<file path="src/rtl/ultrasonic_scheduler.sv">
// ---------------------------------------------------------------------------
// ultrasonic_scheduler
//
// Round-robin sequencer for the robot's three ultrasonic rangers
// (0 = left, 1 = centre, 2 = right). Only one sensor is pinged at a time so
// the sensors do not hear each other's bursts. For the selected sensor the
// block drives the trigger pulse, times the returning echo (with a timeout
// both for the rise and for the echo width), and flags an obstacle when the
// echo is shorter than the distance threshold.
//
// Build option:
//   US_FILTER_EN - when defined, an obstacle bit only changes after two
//                  consecutive measurements of that sensor agree. When not
//                  defined, each obstacle bit follows the latest result.
// ---------------------------------------------------------------------------
module ultrasonic_scheduler #(
   parameter int TRIG_CYCLES    = 500,
   parameter int TIMEOUT_CYCLES = 1900000,
   parameter int GAP_CYCLES     = 3000000,
   parameter int THRESH_CYCLES  = 58000,
   parameter int CNT_W          = 24
) (
   input  logic             fpgaclk,
   input  logic             rst,
   input  logic             en,
   input  logic [2:0]       echo,
   output logic [2:0]       trigger,
   output logic [2:0]       obstacle,
   output logic             dist_valid,
   output logic [1:0]       dist_id,
   output logic [CNT_W-1:0] dist_cycles,
   output logic             timeout
);

   typedef enum logic [2:0] {
      IDLE,
      TRIG,
      WAIT_RISE,
      MEASURE,
      DONE,
      GAP
   } state_t;

   // Counter compare points, pre-sized to the counter width.
   localparam logic [CNT_W-1:0] TRIG_LAST    = CNT_W'(TRIG_CYCLES - 1);
   localparam logic [CNT_W-1:0] TIMEOUT_LAST = CNT_W'(TIMEOUT_CYCLES - 1);
   localparam logic [CNT_W-1:0] TIMEOUT_FULL = CNT_W'(TIMEOUT_CYCLES);
   localparam logic [CNT_W-1:0] GAP_LAST     = CNT_W'(GAP_CYCLES - 1);
   localparam logic [CNT_W-1:0] THRESH       = CNT_W'(THRESH_CYCLES);
   localparam logic [CNT_W-1:0] CNT_ONE      = CNT_W'(1);

   state_t           state;
   logic [1:0]       idx;
   logic [CNT_W-1:0] cnt;

   logic [2:0]       echo_meta;
   logic [2:0]       echo_sync;
   logic             echo_sel;

   logic             fin;
   logic [CNT_W-1:0] fin_width;
   logic             fin_timeout;
   logic             fin_raw;
   logic [1:0]       next_idx;

`ifdef US_FILTER_EN
   logic [2:0]       pending;
`endif

   // Two-flop synchronizer on every echo line; the sensors run off their own
   // timing so the raw inputs are fully asynchronous to fpgaclk.
   always_ff @(posedge fpgaclk or negedge rst) begin
      if (!rst) begin
         echo_meta <= 3'b000;
         echo_sync <= 3'b000;
      end else begin
         echo_meta <= echo;
         echo_sync <= echo_meta;
      end
   end

   // Only the sensor currently being served is ever looked at.
   assign echo_sel = echo_sync[idx];

   assign next_idx = (idx == 2'd2) ? 2'd0 : idx + 2'd1;

   // Decide whether this cycle ends the measurement, and with what result.
   // In WAIT_RISE the counter holds the cycles already waited; in MEASURE it
   // holds the echo-high cycles already seen, so the current high cycle is
   // the (cnt+1)-th one.
   always_comb begin
      fin         = 1'b0;
      fin_width   = cnt;
      fin_timeout = 1'b0;
      case (state)
         WAIT_RISE: begin
            if (!echo_sel && (cnt == TIMEOUT_LAST)) begin
               fin         = 1'b1;
               fin_width   = '0;
               fin_timeout = 1'b1;
            end
         end
         MEASURE: begin
            if (!echo_sel) begin
               fin         = 1'b1;
               fin_width   = cnt;
               fin_timeout = 1'b0;
            end else if (cnt == TIMEOUT_LAST) begin
               fin         = 1'b1;
               fin_width   = TIMEOUT_FULL;
               fin_timeout = 1'b1;
            end
         end
         default: begin
            fin         = 1'b0;
            fin_width   = cnt;
            fin_timeout = 1'b0;
         end
      endcase
      fin_raw = !fin_timeout && (fin_width < THRESH);
   end

   // Main sequencer: trigger, wait for the echo, time it, report, then rest.
   // Dropping en aborts whatever is in flight and parks in IDLE without
   // moving to the next sensor, so a re-enable retries the same one.
   always_ff @(posedge fpgaclk or negedge rst) begin
      if (!rst) begin
         state       <= IDLE;
         idx         <= 2'd0;
         cnt         <= '0;
         trigger     <= 3'b000;
         obstacle    <= 3'b000;
         dist_valid  <= 1'b0;
         dist_id     <= 2'd0;
         dist_cycles <= '0;
         timeout     <= 1'b0;
`ifdef US_FILTER_EN
         pending     <= 3'b000;
`endif
      end else begin
         dist_valid <= 1'b0;
         if (!en) begin
            state   <= IDLE;
            cnt     <= '0;
            trigger <= 3'b000;
         end else begin
            case (state)
               IDLE: begin
                  state   <= TRIG;
                  cnt     <= '0;
                  trigger <= 3'b001 << idx;
               end
               TRIG: begin
                  if (cnt == TRIG_LAST) begin
                     state   <= WAIT_RISE;
                     cnt     <= '0;
                     trigger <= 3'b000;
                  end else begin
                     cnt <= cnt + CNT_ONE;
                  end
               end
               WAIT_RISE, MEASURE: begin
                  if ((state == WAIT_RISE) && echo_sel) begin
                     // An echo that is already high here (stale) counts as
                     // the rise; this first high cycle is part of the width.
                     state <= MEASURE;
                     cnt   <= CNT_ONE;
                  end else if (fin) begin
                     state       <= DONE;
                     cnt         <= '0;
                     dist_valid  <= 1'b1;
                     dist_id     <= idx;
                     dist_cycles <= fin_width;
                     timeout     <= fin_timeout;
`ifdef US_FILTER_EN
                     if (pending[idx] == fin_raw) begin
                        obstacle[idx] <= fin_raw;
                     end
                     pending[idx] <= fin_raw;
`else
                     obstacle[idx] <= fin_raw;
`endif
                  end else begin
                     cnt <= cnt + CNT_ONE;
                  end
               end
               DONE: begin
                  state <= GAP;
                  cnt   <= '0;
               end
               GAP: begin
                  // en is known to be high here (low is handled above), so
                  // the end of the dead time always launches the next ping.
                  if (cnt == GAP_LAST) begin
                     idx     <= next_idx;
                     cnt     <= '0;
                     state   <= TRIG;
                     trigger <= 3'b001 << next_idx;
                  end else begin
                     cnt <= cnt + CNT_ONE;
                  end
               end
               default: begin
                  state   <= IDLE;
                  cnt     <= '0;
                  trigger <= 3'b000;
               end
            endcase
         end
      end
   end

endmodule

</file>
<file path="config.mk">
export PLATFORM = sky130hd
export DESIGN_NAME = ultrasonic_scheduler
export DESIGN_NICKNAME = d
export VERILOG_FILES = /design/src/rtl/ultrasonic_scheduler.sv
export SDC_FILE = /design/constraint.sdc
export NUM_CORES = 1
export LEC_CHECK = 0
export ABC_AREA = 1
export BUFFER_PORTS_ARGS = -buffer_cell sky130_fd_sc_hd__buf_4
export CAP_MARGIN = 20
export CORE_MARGIN = 1.5
export CORE_UTILIZATION = 58
export CTS_CLUSTER_DIAMETER = 30
export DETAILED_ROUTE_END_ITERATION = 6
export PLACE_DENSITY = 0.79
export RECOVER_POWER = 50
export SLEW_MARGIN = 20
export SYNTH_ARGS = -nofsm -noshare
export SYNTH_HDL_FRONTEND = slang
export SYNTH_SLANG_ARGS = --single-unit
export TNS_END_PERCENT = 20
</file>
<file path="constraint.sdc">
create_clock -name fpgaclk -period 2 [get_ports fpgaclk]
set_clock_uncertainty 0.05 [all_clocks]
set_input_delay 0 -clock fpgaclk [delete_from_list [all_inputs] [get_ports fpgaclk]]
set_output_delay 0 -clock fpgaclk [all_outputs]
set_load 0.005 [all_outputs]
</file>
==> results of run 1 <==
[logic make-up after synthesis]
logic type               after synthesis
AO/OA/AOI/OAI                         46
adder cells (fa/ha/maj)                1
AND/OR/NAND/NOR                      237
XOR/XNOR                              22
buffers and inverters                 66
flip-flops                            69
[cell usage in the layout, fill, tap and decap left out, types with 2 or more instances in the layout]
cell type / count
o21ai_1: 15
nor2_2: 7
inv_1: 51
nor3_2: 2
o31ai_2: 3
o21ai_0: 10
nand4_1: 8
dfrtp_1: 67
nand3_2: 6
dfrtp_2: 2
clkbuf_1: 7
nand3_1: 27
nor4_1: 6
dlygate4sd3_1: 5
clkbuf_4: 32
clkbuf_8: 9
nor2_4: 3
a21oi_1: 4
inv_2: 3
clkbuf_16: 3
o31ai_1: 5
o21ai_2: 3
nor4_4: 2
nor2_1: 52
nor3_1: 9
xnor2_1: 2
buf_12: 3
clkinv_2: 3
bufinv_16: 2
nand2_1: 101
xor2_1: 20
buf_4: 43
nand2_2: 11
a31oi_1: 2
[sequential cells by signal, summed over array words and instances, names as in the netlist, 2 cells and up]
name         flops
cnt             24
dist_cycles     24
dist_id          2
echo_meta        3
echo_sync        3
idx              2
obstacle         3
state            3
trigger          3
[synth_stat cells (all sizes together)]
library cell	count	area, um2
nor2	62	248
buf	10	70.1
nor3	12	70.1
xnor2	2	17.5
o31ai	8	60.1
o211ai	1	7.51
nand4	8	50.1
a31oi	2	12.5
o21ai	29	149
nand2	112	433
xor2	20	175
nand3b	1	7.51
inv	54	203
o32ai	1	8.76
ha	1	12.5
nand3	33	180
nor4	9	56.3
clkbuf	2	8.75
a21oi	5	25.0
dfrtp	69	1730
[what timing repair did]
action / CTS / global route
pin swaps: 0 / 6
hold buffers: 5 / 0
endpoints found under the hold margin: 76 / 0
setup endpoints to repair: 4 / 59
gates resized for setup: 2 / 49
setup buffers: 0 / 6
gates cloned: 0 / 5
[layer usage]
| metal | part of all wire | global-route usage |
|---|---|---|
| met1 | 0.42 | 0.439 |
| met2 | 0.48 | 0.502 |
| met3 | 0.073 | 0.0494 |
| met5 | 0 | 0 |
| met4 | 0.033 | 0.119 |
[area by class of cell]
| class | count | area, um2 | area share |
|---|---|---|---|
| Clock buffer | 11 | 131 | 0.0280 |
| Clock inverter | 5 | 75.1 | 0.0160 |
| Inverter | 54 | 203 | 0.0432 |
| Multi-Input combinational cell | 307 | 1670 | 0.357 |
| Sequential cell | 69 | 1730 | 0.369 |
| Tap cell | 75 | 93.8 | 0.0200 |
| Timing Repair Buffer | 93 | 783 | 0.167 |
[path summary, 6_finish.rpt]
| kind | start | end | slack [ns] |
|---|---|---|---|
| setup / recovery | cnt[1] | obstacle[2] | -0.14 |
| hold / removal | echo[1] | echo_meta[1] | 0.27 |
| setup reg to reg | cnt[1] | obstacle[2] | -0.14 |
| hold reg to reg | echo_meta[1] | echo_sync[1] | 0.33 |
| max in group asynchronous | rst | cnt[12] | 0.41 |
| min in group asynchronous | rst | dist_cycles[17] | 0.51 |
[power breakdown]
part	total [mW]	leakage (nW)	internal [mW]	switching, mW
Sequential	1.53	0.942	1.46	0.0625
Clock	1.23	0.107	0.697	0.537
Combinational	0.710	1.16	0.276	0.434
[through the flow]
step	utilization	TNS [ns]	hold WS [ns]	setup WS [ns]	power (mW)
after floorplan	-	0	-0.346	0.195	1.92
after global placement	0.707	0	0.0596	0.00131	2.19
after detailed placement	0.707	0	0.0605	0.0225	2.21
after CTS	0.751	0	0.245	0.0184	3.42
after global routing	0.797	-6.46	0.278	-0.242	3.62
final	0.797	-0.338	0.271	-0.145	3.47
[worst max-delay path, stage by stage, from the launching register on]
cell	delay (ns)
dfrtp_1	0.37
ha_2	0.20
nand2_2	0.07
nor2_4	0.16
nand3_2	0.12
nor2_4	0.14
nand2_2	0.09
o21ai_4	0.12
nand3_2	0.22
inv_2	0.11
nand2_1	0.08
o21ai_1	0.18
nand2_1	0.11
==> run_results.csv, run 1 <==
group,metric,value,unit
status,status,"complete, but fails checks",
status,violations,"negative setup slack",
worst_setup_path,crit_required,2.18,ns
synth,synth_compound_area_frac,0.0746,
floorplan,start_util,0.598,
global_route,track_usage,0.316,
clock_tree,clk_pin_slew,0.07,ns
worst_setup_path,critPathMaxFanout,5,
global_route,grt_pass1_vias,3132,
power,power_leakage,2.21,nW
sta,finalMaxSlewViolations,0,
global_route,grt_overflow,0,
layout,design_area,4690,um2
layout,n_antenna_cell,0,
sta,hold_violations,0,
worst_setup_path,crit_path_start_kind,"flip-flop",
global_route,grt_max_degree,70,
min_path,hold_depth,2,
power,p_per_area,740,nW/um2
floorplan,die-area,6550,um2
clock_tree,tritoncts,"built",
drt,avgViaCountPerCell,5.67,
sta,relSlewSlack,0.0137,
synth,synth_nets,448,
layout,drive_gt1_frac,0.269,
layout,fillers,387,
placed_design,portBuffers,39,
layout,area_delta_synth_final,33.2,%
clock_tree,cts_root_buf,"clkbuf_8",
worst_setup_path,setup.worst_path.class,"flip-flop to flip-flop",
layout,nets,541,
sta,max_freq,466,MHz
placed_design,place.gp.congestion,0.959,
drt,drtPass1Iterations,5,
job,drv_cap,0,
drt,dr_total_vias,3484,
sta,setup_slack,-0.145,ns
synth,syn_area,3520,um2
synth,synthAdderAreaFrac,0.00355,
synth,synth.distinct_cells,31,
synth,syn_area_per_cell,7.98,um2
worst_setup_path,r2r_cells,12,
drt,wl,10700,um
synth,synth_top_family_by_area,"simple AND/OR/NAND/NOR gates",
worst_setup_path,cp.arrival,2.33,ns
clock_tree,cts.sinks,69,
synth,ys_warn_count,0,
synth,yosysSeqAreaShare,0.490,
sta,fin_crit_sh,1.07,
sta,worstMarginPinSlew,1.48,ns
drt,drc,0,
layout,instances_no_fill,614,
synth,synthMuxAreaShare,0,
floorplan,rows,28,
floorplan,io_pins,40,
global_route,antenna_found_initial,0,
drt,wl_per_cell,17.5,um
synth,synth_cells,441,
drt,drt_iter0_drc,296,
placed_design,place_hpwl,7020,um
floorplan,core_area,5890,um2
clock_tree,cts_buffers,9,
sta,rsz0062_at_grt,"true",
clock_tree,cts_buffer_depth,2,
sta,fin_crit,2.14,ns
placed_design,placed_area,4160,um2
floorplan,die_y,80.9,um
power,vdd.ir_drop.worst,0.858,mV
synth,yosys.area_share.simple,0.297,
floorplan,dieWidth,80.9,um
min_path,holdCritPathClass,"input port to flip-flop",
synth,ys_ff_latch,69,
clock_tree,clock_latency,0.35,ns
sta,finalSetupViolCount,11,
drt,ant_nets,0,
placed_design,dp.cells,582,
synth,synth-xor-area-share,0.0547,
global_route,grt_pass1_wl,15200,um
clock_tree,cts-htree-levels,3,
worst_setup_path,endpoint_kind,"flip-flop",
Note: power is estimated with default switching activity, not from simulation.
==> run 2: changes to the inputs <==
SKIP_LAST_GASP = 1   (was default)
==> run_results.csv, run 2 (same netlist as run 1, synthesis figures left out) <==
group,metric,value,unit
placed_design,place_hpwl,7020,um
floorplan,rows,28,
drt,wl_per_cell,16.9,um
floorplan,io_pins,40,
sta,finalSetupViolCount,8,
drt,drc,0,
layout,mostFrequentLayoutCells,"nand2_1, dfrtp_1, nor2_1, inv_1, buf_4",
sta,finalMaxSlewViolations,0,
layout,nets,541,
floorplan,dieWidth,80.9,um
worst_setup_path,crit_required,2.18,ns
drt,drt_iter0_drc,311,
floorplan,die_y,80.9,um
layout,n_antenna_cell,0,
power,p_per_area,745,nW/um2
min_path,holdCritPathClass,"input port to flip-flop",
layout,area_delta_synth_final,31.9,%
power,p_total,3.46,mW
global_route,antenna_found_initial,0,
layout,final_common_cell,"nand2_1",
clock_tree,cts_buffer_depth,2,
clock_tree,tritoncts,"built",
global_route,grt_pass1_wl,15200,um
global_route,grt_max_degree,70,
sta,rsz0062_at_grt,"true",
clock_tree,clk_pin_slew,0.07,ns
worst_setup_path,setup.worst_path.class,"flip-flop to flip-flop",
job,drv_cap,0,
clock_tree,clock_latency,0.35,ns
drt,ant_nets,0,
placed_design,place.gp.congestion,0.959,
layout,biggestRegsByFlops,"cnt x24, dist_cycles x24",
clock_tree,cts_buffers,9,
sta,fin_crit,2.12,ns
sta,hold_violations,0,
drt,dr_total_vias,3476,
sta,worstMarginPinSlew,1.50,ns
power,power_leakage,2.20,nW
sta,relSlewSlack,0.000313,
global_route,track_usage,0.316,
worst_setup_path,cp.arrival,2.30,ns
status,status,"complete, but fails checks",
sta,fin_crit_sh,1.06,
floorplan,start_util,0.598,
layout,drive_gt1_frac,0.243,
layout,fillers,393,
clock_tree,cts.sinks,69,
global_route,grt_pass1_vias,3132,
worst_setup_path,critPathMaxFanout,5,
drt,drtPass1Iterations,6,
min_path,hold_depth,2,
sta,setup_slack,-0.120,ns
placed_design,placed_area,4160,um2
clock_tree,cts-htree-levels,3,
layout,design_area,4640,um2
worst_setup_path,crit_path_start_kind,"flip-flop",
floorplan,die-area,6550,um2
floorplan,core_area,5890,um2
sta,max_freq,472,MHz
drt,avgViaCountPerCell,5.66,
clock_tree,cts_root_buf,"clkbuf_8",
worst_setup_path,r2r_setup_slack,-0.12,ns
placed_design,portBuffers,39,
global_route,grt_overflow,0,
power,vdd.ir_drop.worst,0.857,mV
drt,wl,10400,um
worst_setup_path,endpoint_kind,"flip-flop",
worst_setup_path,r2r_cells,12,
status,violations,"negative setup slack",
[run 2: timing repair]
| item | CTS | global route |
|---|---|---|
| gates cloned | 0 | 5 |
| resized for setup | 2 | 29 |
| buffers inserted | 0 | 6 |
| hold buffers | 5 | 0 |
| pin swaps | 0 | 6 |
| endpoints found under the hold margin | 76 | 0 |
| setup endpoints to repair | 4 | 59 |
[run 2: power breakdown]
part / total, mW / switching (mW) / internal, mW
logic: 0.710 / 0.434 / 0.276
clock network: 1.22 / 0.525 / 0.697
registers: 1.53 / 0.0620 / 1.47
total: 3.46 / 1.02 / 2.44
[run 2: worst max-delay path, cell delays in order (launching register included)]
cell and delay [ns]:
dfrtp_1 0.37, ha_2 0.20, nand2_2 0.07, nor2_4 0.17, nand3_2 0.12, nor2_4 0.14, nand2_2 0.10, o21ai_4 0.12
nand3_2 0.22, inv_2 0.11, nand2_1 0.07, o21ai_1 0.18, nand2_1 0.10
[run 2: path summary, 6_finish.rpt]
kind / from / endpoint
hold reg to reg: echo_meta[2] / echo_sync[2]
setup reg to reg: cnt[1] / obstacle[2]
hold / removal: echo[2] / echo_meta[2]
min in group asynchronous: rst / dist_cycles[18]
setup / recovery: cnt[1] / obstacle[2]
max in group asynchronous: rst / cnt[12]
[run 2: area by class of cell]
class / count / area (um2) / area share
tap: 75 / 93.8 / 0.0202
clock inverter: 5 / 75.1 / 0.0162
timing repair buffer: 93 / 783 / 0.169
sequential: 69 / 1730 / 0.372
multi-input combinational: 307 / 1630 / 0.351
clock buffer: 11 / 131 / 0.0283
inverter: 54 / 203 / 0.0436
[run 2: through the flow]
stage	hold WS, ns	TNS (ns)	std cells	util	worst slack [ns]
finish	0.267	-0.315	614	0.789	-0.120
global route	0.281	-6.75	614	0.789	-0.197
CTS	0.245	0	603	0.751	0.0184
detailed placement	0.0605	0	582	0.707	0.0225
global placement	0.0596	0	582	0.707	0.00131
floorplan	-0.346	0	441	-	0.195
[run 2: layer usage]
metal	GRT usage	share of wire
met3	0.0494	0.070
met4	0.119	0.027
met5	0	0
met2	0.502	0.47
met1	0.439	0.43
